File: src/rtl/wb_master_arbiter_pkg.sv
// Shared constants, state type and round-robin helper for the inner-interconnect
// Wishbone master arbiter (icache_0, icache_1, dcache -> inner_wb_*).
package wb_master_arbiter_pkg;

    localparam int WB_ADDR_W = 24;
    localparam int WB_DATA_W = 16;

    // Master indices; WB_M_NONE marks an idle bus on o_owner.
    localparam logic [1:0] WB_M_IC0  = 2'd0;
    localparam logic [1:0] WB_M_IC1  = 2'd1;
    localparam logic [1:0] WB_M_DC   = 2'd2;
    localparam logic [1:0] WB_M_NONE = 2'd3;

    typedef enum logic {
        ST_IDLE = 1'b0,
        ST_OWN  = 1'b1
    } arb_state_t;

    // Successor in the round-robin ring 0 -> 1 -> 2 -> 0; NONE restarts at 0.
    function automatic logic [1:0] rr_next(input logic [1:0] idx);
        logic [1:0] nxt;
        case (idx)
            WB_M_IC0: nxt = WB_M_IC1;
            WB_M_IC1: nxt = WB_M_DC;
            default:  nxt = WB_M_IC0;
        endcase
        return nxt;
    endfunction

endpackage

File: src/rtl/wb_master_arbiter_rr_pick3.sv
// Combinational round-robin picker for three requesters: the first requester
// following the last owner wins, so the previous owner always ranks last.
module wb_master_arbiter_rr_pick3
    import wb_master_arbiter_pkg::*;
(
    input  logic [2:0] i_req,
    input  logic [1:0] i_last,
    output logic [1:0] o_gnt,
    output logic       o_valid
);

    logic [1:0] w_cand;

    // Walk the ring starting after the last owner and keep the first hit.
    always_comb begin
        o_gnt   = WB_M_NONE;
        o_valid = 1'b0;
        w_cand  = i_last;
        for (int k = 0; k < 3; k++) begin
            w_cand = rr_next(w_cand);
            if (!o_valid && i_req[w_cand]) begin
                o_gnt   = w_cand;
                o_valid = 1'b1;
            end
        end
    end

endmodule

File: src/rtl/wb_master_arbiter.sv
// 3-master -> 1-slave Wishbone arbiter. Ownership is held for a whole cyc so
// bursts are never split, and every handover inserts one idle bus cycle.
// Optional watchdog: define WB_ARB_TIMEOUT_EN to abort an owner that waits
// TMO strobe cycles without ack/err.
module wb_master_arbiter
    import wb_master_arbiter_pkg::*;
#(
    parameter int AW = WB_ADDR_W,
    parameter int DW = WB_DATA_W
`ifdef WB_ARB_TIMEOUT_EN
    ,
    parameter int TMO = 255
`endif
) (
    input  logic            i_clk,
    input  logic            i_rst,
    input  logic            i_disable,
    input  logic [2:0]      m_cyc,
    input  logic [2:0]      m_stb,
    input  logic [2:0]      m_we,
    input  logic [3*AW-1:0] m_adr,
    input  logic [3*DW-1:0] m_dat_w,
    input  logic [5:0]      m_sel,
    input  logic [2:0]      m_4_burst,
    input  logic [2:0]      m_8_burst,
    output logic [2:0]      m_ack,
    output logic [2:0]      m_err,
    output logic [DW-1:0]   m_dat_r,
    output logic            s_cyc,
    output logic            s_stb,
    output logic            s_we,
    output logic [AW-1:0]   s_adr,
    output logic [DW-1:0]   s_dat_w,
    output logic [1:0]      s_sel,
    output logic            s_4_burst,
    output logic            s_8_burst,
    input  logic            s_ack,
    input  logic            s_err,
    input  logic [DW-1:0]   s_dat_r,
    output logic [1:0]      o_owner
);

    localparam int NM = 3;

    arb_state_t    r_state;
    arb_state_t    w_state_nxt;
    logic [1:0]    r_owner;
    logic [1:0]    w_owner_nxt;
    logic [1:0]    r_last;
    logic [1:0]    w_last_nxt;
    logic [1:0]    w_pick;
    logic          w_pick_valid;
    logic          w_timeout;

    logic          w_own_cyc;
    logic          w_own_stb;
    logic          w_own_we;
    logic [AW-1:0] w_own_adr;
    logic [DW-1:0] w_own_dat;
    logic [1:0]    w_own_sel;
    logic          w_own_b4;
    logic          w_own_b8;

    wb_master_arbiter_rr_pick3 u_pick (
        .i_req   (m_cyc),
        .i_last  (r_last),
        .o_gnt   (w_pick),
        .o_valid (w_pick_valid)
    );

    // Select the owning master's request signals; everything is zero when idle.
    always_comb begin
        w_own_cyc = 1'b0;
        w_own_stb = 1'b0;
        w_own_we  = 1'b0;
        w_own_adr = '0;
        w_own_dat = '0;
        w_own_sel = '0;
        w_own_b4  = 1'b0;
        w_own_b8  = 1'b0;
        if (r_state == ST_OWN) begin
            for (int n = 0; n < NM; n++) begin
                if (r_owner == 2'(n)) begin
                    w_own_cyc = m_cyc[n];
                    w_own_stb = m_stb[n];
                    w_own_we  = m_we[n];
                    w_own_adr = m_adr[n*AW +: AW];
                    w_own_dat = m_dat_w[n*DW +: DW];
                    w_own_sel = m_sel[n*2 +: 2];
                    w_own_b4  = m_4_burst[n];
                    w_own_b8  = m_8_burst[n];
                end
            end
        end
    end

`ifdef WB_ARB_TIMEOUT_EN
    logic [7:0] r_wdog;

    // The watchdog fires on the strobe cycle at which the wait would reach TMO.
    assign w_timeout = (r_state == ST_OWN) && w_own_stb && !s_ack && !s_err &&
                       (r_wdog == 8'(TMO - 1));

    // Count unanswered strobe cycles of the owner; any response or state change restarts it.
    always_ff @(posedge i_clk or negedge i_rst) begin
        if (!i_rst) begin
            r_wdog <= 8'd0;
        end else if (r_state != ST_OWN || w_state_nxt != ST_OWN || s_ack || s_err) begin
            r_wdog <= 8'd0;
        end else if (w_own_stb) begin
            r_wdog <= r_wdog + 8'd1;
        end
    end
`else
    assign w_timeout = 1'b0;
`endif

    // State, owner and round-robin pointer; reset leaves M2 as last so M0 wins first.
    always_ff @(posedge i_clk or negedge i_rst) begin
        if (!i_rst) begin
            r_state <= ST_IDLE;
            r_owner <= WB_M_NONE;
            r_last  <= WB_M_DC;
        end else begin
            r_state <= w_state_nxt;
            r_owner <= w_owner_nxt;
            r_last  <= w_last_nxt;
        end
    end

    // Grant from idle unless disabled; release when the owner drops cyc or times out.
    always_comb begin
        w_state_nxt = r_state;
        w_owner_nxt = r_owner;
        w_last_nxt  = r_last;
        case (r_state)
            ST_IDLE: begin
                if (!i_disable && w_pick_valid) begin
                    w_state_nxt = ST_OWN;
                    w_owner_nxt = w_pick;
                end
            end
            ST_OWN: begin
                if (!w_own_cyc || w_timeout) begin
                    w_state_nxt = ST_IDLE;
                    w_owner_nxt = WB_M_NONE;
                    w_last_nxt  = r_owner;
                end
            end
            default: begin
                w_state_nxt = ST_IDLE;
                w_owner_nxt = WB_M_NONE;
            end
        endcase
    end

    // Drive the slave bus from the owner and route responses back to the owner only.
    always_comb begin
        s_cyc     = w_own_cyc & ~w_timeout;
        s_stb     = w_own_stb & ~w_timeout;
        s_we      = w_own_we;
        s_adr     = w_own_adr;
        s_dat_w   = w_own_dat;
        s_sel     = w_own_sel;
        s_4_burst = w_own_b4;
        s_8_burst = w_own_b8;
        m_dat_r   = s_dat_r;
        o_owner   = r_owner;
        m_ack     = '0;
        m_err     = '0;
        if (r_state == ST_OWN) begin
            for (int n = 0; n < NM; n++) begin
                if (r_owner == 2'(n)) begin
                    m_ack[n] = s_ack;
                    m_err[n] = s_err | w_timeout;
                end
            end
        end
    end

endmodule

File: config.mk
export PLATFORM = sky130hd
export DESIGN_NAME = wb_master_arbiter
export DESIGN_NICKNAME = d
export VERILOG_FILES = /design/src/rtl/wb_master_arbiter_pkg.sv /design/src/rtl/wb_master_arbiter_rr_pick3.sv /design/src/rtl/wb_master_arbiter.sv
export SDC_FILE = /design/constraint.sdc
export NUM_CORES = 1
export LEC_CHECK = 0
export BUFFER_PORTS_ARGS = -buffer_cell sky130_fd_sc_hd__buf_2
export CORE_AREA = 2 2 91 93
export CTS_BUF_LIST = sky130_fd_sc_hd__clkbuf_8
export DETAILED_ROUTE_END_ITERATION = 8
export DIE_AREA = 0 0 93 95
export REMOVE_ABC_BUFFERS = 1
export SYNTH_ARGS = -nofsm -noshare
export SYNTH_HDL_FRONTEND = slang
export SYNTH_SLANG_ARGS = --single-unit
File: constraint.sdc
create_clock -name i_clk -period 3.5 [get_ports i_clk]
set_input_delay 0 -clock i_clk [delete_from_list [all_inputs] [get_ports i_clk]]
set_output_delay 0 -clock i_clk [all_outputs]
set_load 0.05 [all_outputs]
Yosys cells after proc, flatten, opt, wreduce, memory -nomap -nowiden
Index checks and enable logic that the tools add are counted.

Bits in registers: 5. Bits of input ports: 162.

$lt $le $gt $ge: 3. Equality and inequality tests: 7. Reductions and logical operators: 12. Muxes and demuxes: 61. Bitwise operators: 2.

Operators with widths (count): 2-to-1 mux 24 bit (4); 2-to-1 mux 16 bit (4); 2-to-1 mux 1 bit (34); 2-to-1 mux 2 bit (9); one-hot mux 2 bit (2 select lines) (4); less-than comparator 2 x 3 -> 1 bit, second input constant (3); equality test 2 x 1 -> 1 bit, second input constant (4); logical NOT 2 bit (4); binary-select mux 1 bit (select 2 bit) (3); 2-to-1 mux 3 bit (2); inequality test 2 bit, second input constant (2); AND reduction 2 bit (2); logical AND 1 bit (3); logical NOT 1 bit (3); equality test 2 bit, second input constant (1); inverter 1 bit (2); one-hot mux 1 bit (2 select lines) (1).

Logic depth before layout (Yosys ltp)
Depth after elaboration: 14. Mapped depth: 6. Mapped depth without buffers: 3.

Cells and area by module
From an unflattened synthesis, not the netlist that was laid out.

Cell total of the unflattened synthesis: 266. Area total of the unflattened synthesis: 2008.2 µm².

By module, submodules not included: wb_master_arbiter (area each 1964.4 µm², cells each 260, times used 1, sequential area each 128.9 µm²); wb_master_arbiter_rr_pick3 (area each 43.8 µm², cells each 6, times used 1, sequential area each 0.0 µm²).

Worst setup path before layout
No wires, ideal clock.

Path type: register -> output. From: register r_owner[0], in the netlist o_owner[0]. To: output port s_adr[19]. Path buffers: 2. Stages on the path, launching flop included: 6. Data arrival time: 2.127 ns. Path slack: 1.373 ns. Cell sequence: dfstp_2 buf_6 nor2b_4 clkbuf_1 nand2_1 a21oi_1.

Cells in the longest elaborated chain, start to end: 5. Elaborated cells between the ends (all ways): 7. Those cells by class: eq/ne (2); mux (4); reduce/logical (1).

Ends and longest elaborated chain: start: declaration (line wb_master_arbiter.sv:47) `logic [1:0] r_owner;`; start signal: assignment (line wb_master_arbiter.sv:126) `r_owner <= w_owner_nxt;`; logical NOT 2 bit (line wb_master_arbiter.sv:83) `if (r_owner == 2'(n)) begin`; 2-to-1 mux 24 bit (2 in series) (line wb_master_arbiter.sv:83); 2-to-1 mux 24 bit * (line wb_master_arbiter.sv:83); 2-to-1 mux 24 bit * (line wb_master_arbiter.sv:81) `if (r_state == ST_OWN) begin`; end: declaration (line wb_master_arbiter.sv:32) `output logic [AW-1:0] s_adr,`.

Mark *: on every way between the ends. The rest lies on a longest branch, timed or not.

Worst setup path after layout
From: register r_owner[1], in the netlist o_owner[1]. To: output port s_dat_w[13].

Cells in the longest elaborated chain, start to end: 5. Elaborated cells between the ends (all ways): 7. Those cells by class: eq/ne (2); mux (4); reduce/logical (1).

Ends and longest elaborated chain: logical NOT 2 bit (line wb_master_arbiter.sv:83); 2-to-1 mux 16 bit (2 in series) (line wb_master_arbiter.sv:83); 2-to-1 mux 16 bit * (line wb_master_arbiter.sv:83); 2-to-1 mux 16 bit * (line wb_master_arbiter.sv:81); end: declaration (line wb_master_arbiter.sv:33) `output logic [DW-1:0] s_dat_w,`.

Marks and branches as above.

==> impl_metrics.ini <==
[outcome]
status = complete, no violations

[sta]
rsz0062_at_grt = no
slew_headroom = 0.306
setup_tns_ns = 0
setup_violations = 0
layout_worst_path_cycle_share = 0.717
tightestPinTransition_ns = 1.04
fin_crit_ns = 2.51
maxSlewViolCount = 0
hold_viol = 0
fmax_mhz = 398
final.setup_skew_ns = 0.00107

[global_routing]
grt_max_degree = 57
antenna_found_initial = 0
grt_pass1_vias = 2230
grt_usage = 0.153
grt_pass1_wl_um = 10800
grt-ovfl-total = 0

[synth]
synth_top_cell_by_area = mux2i_1
syn_avg_cell_area_um2 = 7.47
seq_area_frac_synth = 0.0671
synth_top_area_share = 0.240
ys_ff_latch = 5
synth_warnings = 0
synth_cell_types = 35
syn_area_um2 = 1920
synth.area.top_cells = mux2i_1, a21oi_2, nand2_1
syn_inst = 257

[clocking]
path_clk_slew_ns = 0.04
htree_levels = 1
clk_latency_ns = 0.22
clock-sinks = 5
cts_root_buffer = clkbuf_8
numCtsBuffers = 3
cts_tree = done
cts_resized = 0
cts_buffer_depth = 2
postCtsSetupBuffers = 0

[pwr]
cellPowerDensity_nw_per_um2 = 766
ir_drop_v = 0.000336
total_power_mw = 2.15
p_leak_nw = 1.52

[drt]
drc = 0
drtIter0Drc = 53
avgViaCountPerCell = 4.52
ant_nets = 0
firstDrtPassIters = 4
via_count = 2405
routedWlPerCell_um = 14.0
drt_wl_total_um = 7430

[finish]
layout-drive-gt1-share = 0.564
finalNetCount = 590
syn_to_final_growth_pct = 46.1
antennaDiodeCount = 0
nFillCells = 875

[die]
core-area_um2 = 7930
row_count = 33
initial_core_util = 0.242
dieArea_um2 = 8840
die_w_um = 93
ios = 233
fp.dieH_um = 95

[setup_path]
path_class = reg2out
worstSetupStartpointType = register
reg2reg_depth = 3
r2r_start = o_owner[1]$_DFFE_PN1P_
cp.required_ns = 3.50
path_cells = nor2b_4 -> buf_4 -> nand2_1 -> a21oi_1 -> buf_2
path_buf_inv = 2
crit_fanout = 56
critPathMaxStageDelay_ns = 0.70
critPathCaptureType = output port
r2r_setup_slack_ns = 1.49
slowest_stage = dfstp_4
arrival_ns = 2.51
rr_endpoint = r_last[0]$_DFFE_PN0P_
cp_top_family = simple AND/OR/NAND/NOR gates

[min_path]
worstHoldPathType = in2out
hold_start = s_dat_r[3]
hold_end = m_dat_r[3]
hold_depth = 0

[place]
dp_hpwl_um = 6120
gp_congestion = 0.828
port_buffers = 200

[job]
maxCapViolations = 0
[registers in the layout, summed over array words and instances, names as in the netlist]
| name | cells |
|---|---|
| o_owner | 2 |
| r_state | 1 |
| r_last | 2 |
[Yosys cell counts, drive strengths merged]
master / number
a22o: 1
nor2: 3
o211ai: 1
dfrtp: 2
clkbuf: 4
and2: 1
or3: 1
nand2: 49
nor2b: 3
dlygate4sd1: 1
o21ai: 1
a21oi: 48
or2: 47
o22ai: 1
nand2b: 2
dfstp: 3
mux2: 2
a32oi: 1
a21boi: 1
nor3: 2
a2bb2oi: 1
nand3b: 2
inv: 1
mux2i: 47
buf: 32
[routing by layer]
layer,track usage,part of all wire,up-vias
li1,-,-,1190
met4,0.0245,0.0054,2
met3,0.0694,0.13,6
met5,0.0595,0.0074,-
met2,0.248,0.46,150
met1,0.186,0.40,1057
[how the worst max path moves through the flow]
stage / start / endpoint / depth (start not counted)
floorplan: o_owner[1]$_DFFE_PN1P_ / s_adr[19] / 3
global placement: o_owner[1]$_DFFE_PN1P_ / s_adr[6] / 5
detailed placement: o_owner[1]$_DFFE_PN1P_ / s_dat_w[3] / 5
CTS: o_owner[1]$_DFFE_PN1P_ / s_dat_w[3] / 5
global route: o_owner[1]$_DFFE_PN1P_ / s_dat_w[13] / 5
finish: o_owner[1]$_DFFE_PN1P_ / s_dat_w[13] / 5
[cells in the final DEF, fill, tap and decap left out]
master,instances
dfstp_4,1
buf_2,200
o22ai_1,1
dlygate4sd3_1,1
inv_2,1
or2_0,18
dfrtp_1,2
nor2b_4,1
a21oi_2,28
mux2_1,2
clkbuf_8,3
mux2i_1,46
nand2b_1,2
a21boi_0,1
or2_2,1
a32oi_1,1
nand3b_1,2
nor2_1,3
and2_1,1
nor3_1,2
a2bb2oi_1,1
nand2_1,49
mux2i_2,1
or2_1,28
o21ai_1,1
or3_1,1
a22o_1,1
dfstp_2,2
o211ai_2,1
nor2b_1,2
a21oi_1,20
inv_1,1
buf_4,2
[area by class of cell]
cell class	instances	area, µm²	area share
multi-input cells	214	1470	0.523
clock buffers	3	41.3	0.0147
clock inverters	1	3.75	0.00134
repair buffers	203	1030	0.366
inverters	1	3.75	0.00134
well taps	105	131	0.0469
flip-flops and latches	5	133	0.0473
[per-stage QoR]
| step | cells | cell area (µm²) | worst slack [ns] | utilization | hold WS, ns |
|---|---|---|---|---|---|
| 6_report | 532 | 2800 | 0.989 | 0.354 | 0.000342 |
| 5_1_grt | 532 | 2800 | 0.787 | 0.354 | 0.000326 |
| 4_1_cts | 532 | 2800 | 1.00 | 0.354 | 0.000517 |
| 3_5_place_dp | 527 | 2750 | 1.23 | 0.347 | -0.179 |
| 3_3_place_gp | 527 | 2750 | 1.30 | 0.347 | -0.183 |
| 2_1_floorplan | 220 | 1600 | 0.841 | - | -0.296 |
[timing repair]
action / 4_1_cts / 5_1_grt
setup endpoints to repair: 0 / 0
hold buffers: 1 / 0
endpoints found under the hold margin: 5 / 0
[report_power, final]
| part | total, mW | internal, mW | switching (mW) |
|---|---|---|---|
| clock | 0.102 | 0.0751 | 0.0272 |
| combinational | 1.79 | 0.578 | 1.21 |
| sequential | 0.259 | 0.105 | 0.155 |
| total | 2.15 | 0.757 | 1.39 |
[cell families (layout without fill, tap and decap cells)]
family,Yosys count,after routing,share of synthesized area
AND/OR/NAND/NOR,110,110,0.295
AO/OA/AOI/OAI,55,55,0.210
multiplexers,49,49,0.259
buffers and inverters,38,208,0.169
flip-flops,5,5,0.0671
Note: power is estimated with default switching activity, not from simulation.
